File: config.mk
export PLATFORM = sky130hd
export DESIGN_NAME = clock_time_counter
export DESIGN_NICKNAME = d
export VERILOG_FILES = /design/src/rtl/clock_time_counter.sv
export SDC_FILE = /design/constraint.sdc
export NUM_CORES = 1
export LEC_CHECK = 0
export CAP_MARGIN = 25
export CORE_ASPECT_RATIO = 0.8
export CORE_MARGIN = 8
export CORE_UTILIZATION = 53
export DETAILED_ROUTE_END_ITERATION = 10
export PLACE_DENSITY = 0.92
export SKIP_LAST_GASP = 1
export SYNTH_ARGS = -nofsm -noshare
export SYNTH_HDL_FRONTEND = slang
export SYNTH_SLANG_ARGS = --single-unit
File: constraint.sdc
create_clock -name i_clk -period 4.9 [get_ports i_clk]
set_input_delay 0.98 -clock i_clk [delete_from_list [all_inputs] [get_ports i_clk]]
set_output_delay 0.98 -clock i_clk [all_outputs]
set_load 0.01 [all_outputs]
File: src/rtl/clock_time_counter.sv
// HH:MM:SS timekeeping core with button-driven hour/minute set mode.
// Binary time is registered; packed BCD copies follow one cycle later.
//
// state      | meaning
// -----------+-----------------------------------------------
// S_RUN      | time advances on i_tick, buttons other than mode ignored
// S_SET_HOUR | i_btn_up steps hour, seconds held at 0
// S_SET_MIN  | i_btn_up steps minute (no carry), seconds held at 0
module clock_time_counter #(
   parameter int HOUR_MAX = 23,
   parameter int MIN_MAX  = 59,
   parameter int SEC_MAX  = 59
) (
   input  logic       i_clk,
   input  logic       i_reset,
   input  logic       i_tick,
   input  logic       i_btn_mode,
   input  logic       i_btn_up,
   output logic [4:0] o_hour,
   output logic [5:0] o_min,
   output logic [5:0] o_sec,
   output logic [7:0] o_hh_bcd,
   output logic [7:0] o_mm_bcd,
   output logic [7:0] o_ss_bcd,
   output logic [1:0] o_mode,
   output logic       o_day_wrap
);

   localparam logic [4:0] LP_HOUR_MAX = 5'(HOUR_MAX);
   localparam logic [5:0] LP_MIN_MAX  = 6'(MIN_MAX);
   localparam logic [5:0] LP_SEC_MAX  = 6'(SEC_MAX);

   typedef enum logic [1:0] {
      S_RUN      = 2'd0,
      S_SET_HOUR = 2'd1,
      S_SET_MIN  = 2'd2
   } state_t;

   state_t     r_state;
   logic [4:0] r_hour;
   logic [5:0] r_min;
   logic [5:0] r_sec;
   logic [7:0] r_hh_bcd;
   logic [7:0] r_mm_bcd;
   logic [7:0] r_ss_bcd;
   logic       r_day_wrap;

   logic w_sec_wrap;
   logic w_min_wrap;
   logic w_hour_wrap;

   assign w_sec_wrap  = (r_sec  == LP_SEC_MAX);
   assign w_min_wrap  = (r_min  == LP_MIN_MAX);
   assign w_hour_wrap = (r_hour == LP_HOUR_MAX);

   // Valid for 0..59 only, which covers every field.
   function automatic logic [7:0] to_bcd(input logic [5:0] v);
      return {4'(v / 6'd10), 4'(v % 6'd10)};
   endfunction

   always_ff @(posedge i_clk) begin
      if (i_reset) begin
         r_state    <= S_RUN;
         r_hour     <= '0;
         r_min      <= '0;
         r_sec      <= '0;
         r_hh_bcd   <= '0;
         r_mm_bcd   <= '0;
         r_ss_bcd   <= '0;
         r_day_wrap <= 1'b0;
      end else begin
         r_day_wrap <= 1'b0;
         r_hh_bcd   <= to_bcd({1'b0, r_hour});
         r_mm_bcd   <= to_bcd(r_min);
         r_ss_bcd   <= to_bcd(r_sec);

         case (r_state)
            S_RUN: begin
               // Mode press wins over a coincident tick.
               if (i_btn_mode) begin
                  r_state <= S_SET_HOUR;
                  r_sec   <= '0;
               end else if (i_tick) begin
                  if (w_sec_wrap) begin
                     r_sec <= '0;
                     if (w_min_wrap) begin
                        r_min <= '0;
                        if (w_hour_wrap) begin
                           r_hour     <= '0;
                           r_day_wrap <= 1'b1;
                        end else begin
                           r_hour <= r_hour + 5'd1;
                        end
                     end else begin
                        r_min <= r_min + 6'd1;
                     end
                  end else begin
                     r_sec <= r_sec + 6'd1;
                  end
               end
            end

            S_SET_HOUR: begin
               r_sec <= '0;
               if (i_btn_mode) begin
                  r_state <= S_SET_MIN;
               end else if (i_btn_up) begin
                  r_hour <= w_hour_wrap ? 5'd0 : r_hour + 5'd1;
               end
            end

            S_SET_MIN: begin
               r_sec <= '0;
               if (i_btn_mode) begin
                  r_state <= S_RUN;
               end else if (i_btn_up) begin
                  r_min <= w_min_wrap ? 6'd0 : r_min + 6'd1;
               end
            end

            default: begin
               r_state <= S_RUN;
               r_sec   <= '0;
            end
         endcase
      end
   end

   assign o_hour     = r_hour;
   assign o_min      = r_min;
   assign o_sec      = r_sec;
   assign o_hh_bcd   = r_hh_bcd;
   assign o_mm_bcd   = r_mm_bcd;
   assign o_ss_bcd   = r_ss_bcd;
   assign o_mode     = r_state;
   assign o_day_wrap = r_day_wrap;

endmodule
==> impl_metrics.yaml <==
run_status:
  status: "complete, no violations"
route:
  wire_per_inst_um: 13.8
  drtIter0Drc: 126
  antenna_left: 0
  dr.pass1.iters: 4
  drc: 0
  vias_per_cell: 5.38
  dr_total_vias: 1850
  wirelength_um: 4740
worst_setup_path:
  cp_max_fo: 10
  crit_type: "input pin to register"
  end_kind: "register"
  reg2regPathDepth: 7
  cp_data_required_time_ps: 5130
  worstPathArrival_ps: 2860
  start_kind: "input pin"
timing:
  tightestPinTransition_ps: 596
  fmax_mhz: 379
  worst_slack_ps: 2260
  maxSlewViolCount: 0
  finalCriticalPeriod_ps: 2640
  finalSetupViolations: 0
  final.period_utilization_pct: 53.8
  whs_ps: 577
  final.setup.tns_ps: 0
  rsz0062_at_grt: "false"
  final-hold-violation-count: 0
  skew_ps: 2.62
  slew_headroom_pct: 59.9
synthesis:
  synth-async-reset-ratio_pct: 0
  synth-edff-count: 0
  ys_types: 50
  netlist_top_cells_area: "dfxtp_1 (38%), ha_1 (8.8%), nor2_1 (5.5%)"
  syn-cell-area_um2: 2130
  yosysTopAreaCell: "dfxtp_1"
  syn_avg_cell_area_um2: 8.48
  syn_inst: 251
  synth_most_common_cell: "dfxtp_1"
  synth_commonest_cells: "dfxtp_1 (40), nor2_1 (31), nand2_1 (17)"
  yosys_warnings: 0
  ys.flop_type: "dfxtp_1"
  ys_seq_area_share_pct: 37.6
  ys_seq_elements: 40
  synth_top_area_share_pct: 37.6
clocking:
  clockBufferDepth: 2
  cts_tree: "yes"
  hold_buffers: 0
  cts_sinks: 40
  cts_setup_buffers: 0
  clk-insertion-delay-late_ps: 290
  cts_resized: 0
  clockRootBuffer: "clkbuf_8"
  numCtsBuffers: 5
  htreeDepth: 2
  clkTransAtPathRegs_ps: 70
hold_path:
  hold_class: "register to register"
  whs_path_depth: 2
run:
  maxCapViolations: 0
final_layout:
  drive_above_1_share_pct: 6.23
  utilization_pct: 69.1
  syn_to_final_growth_pct: 24.2
  fin_area_um2: 2650
  n_antenna_cell: 0
  final_nets: 308
grt:
  overflow: 0
  busiest_layer: "met2"
  first_global_vias: 1711
  antenna_found_initial: 0
  grt_max_degree: 33
  grtUsageMet2_pct: 24.9
  use_met3_pct: 6.19
  grt_pass1_wl_um: 7890
  grt_usage_pct: 15.6
  gr-usage-met1_pct: 18.0
die:
  die_w_um: 86.9
  core_area_um2: 3830
  row_count: 20
  dieArea_um2: 6320
  die_h_um: 72.7
  ioPinCount: 49
  initial_utilization_pct: 55.6
placed_design:
  placedInstanceArea_um2: 2550
  dp_slack_ps: 1960
  dp_hpwl_um: 3500
  place.gp.congestion: 0.784
  portBuffers: 44
power:
  peakVddDrop_mv: 0.162
  leakagePower_uw: 0.00101
  p_per_area_nw_per_um2: 232
-- through the flow --
stage / power (µW) / cells
2_1_floorplan: 377 / 254
3_3_place_gp: 395 / 336
3_5_place_dp: 398 / 336
4_1_cts: 619 / 344
5_1_grt: 641 / 344
6_report: 615 / 344
-- final cells by class --
cell class	count	area (µm²)
clock buffers	8	90.1
fillers	293	1180
inverters	13	48.8
multi-input cells	183	1190
flip-flops and latches	40	801
well taps	55	68.8
repair buffers	45	448
-- power by group --
part	switching, µW	internal (µW)	leakage, µW
registers	7.51	331	0.000323
clock network	110	115	0.0000455
logic	26.7	24.9	0.000640
total	144	471	0.00101
-- worst max-delay path, cell delays in order --
cell and delay (ps):
clkdlybuf4s50_1 630, nand3_1 130, a211oi_2 250, o211ai_2 200, or4_1 550, a21oi_1 130
-- registers in the layout, summed over array words and instances (netlist names) --
signal / count
o_min: 6
o_mode: 2
o_ss_bcd: 7
o_hour: 5
o_mm_bcd: 7
o_hh_bcd: 6
o_sec: 6
o_day_wrap: 1
-- layer usage --
| metal | wire length, µm | part of all wire, % |
|---|---|---|
| met1 | 2080 | 44 |
| met2 | 2210 | 47 |
| met3 | 377 | 7.9 |
| met4 | 76 | 1.6 |
| met5 | 0 | 0 |
-- kinds of logic after synthesis --
kind of cell               count (synthesis)  share of synthesized area (%)
xor gates and xnor gates                   9                           3.70
and+or+nand+nor                           99                           23.5
AOI/OAI and AO/OA                         50                           16.1
muxes                                      6                           3.00
DFF                                       40                           37.6
buffers and inverters                     31                           7.11
adders and majority gates                 15                           8.81
other                                      1                          0.176
-- cell usage in the layout (no fill, tap or decap), types with 2 or more instances in the layout --
master | synthesis | routed
or2_2 | 3 | 3
nand2b_1 | 4 | 4
a211oi_1 | 2 | 2
dfxtp_1 | 40 | 40
nor2_1 | 31 | 31
a21oi_1 | 14 | 14
o21ai_0 | 10 | 10
nand3_1 | 6 | 6
conb_1 | 1 | 4
mux2_2 | 3 | 3
ha_1 | 15 | 15
clkbuf_1 | 4 | 2
xnor2_1 | 6 | 6
and2_1 | 2 | 2
clkdlybuf4s50_1 | 0 | 44
nand2_1 | 17 | 17
and3_1 | 3 | 3
mux2i_1 | 3 | 3
nand4_1 | 3 | 3
inv_1 | 13 | 13
a21o_1 | 2 | 2
o21bai_1 | 2 | 2
clkbuf_8 | 0 | 6
a311oi_1 | 2 | 2
nor4_1 | 2 | 2
a22oi_1 | 3 | 3
nor3_1 | 10 | 10
or4_1 | 2 | 2
a31oi_1 | 3 | 3
xor2_1 | 3 | 3
nor2b_1 | 9 | 9
or3_1 | 3 | 3
-- worst paths after layout --
check	startpoint	end	slack (ps)
max reg2reg	o_hour[2]	o_hh_bcd[2]	2610
max	i_tick	o_hour[3]	2260
min	o_sec[0]	o_sec[0]	580
min reg2reg	o_sec[0]	o_sec[0]	580
Power figures use the tool's default switching activity.
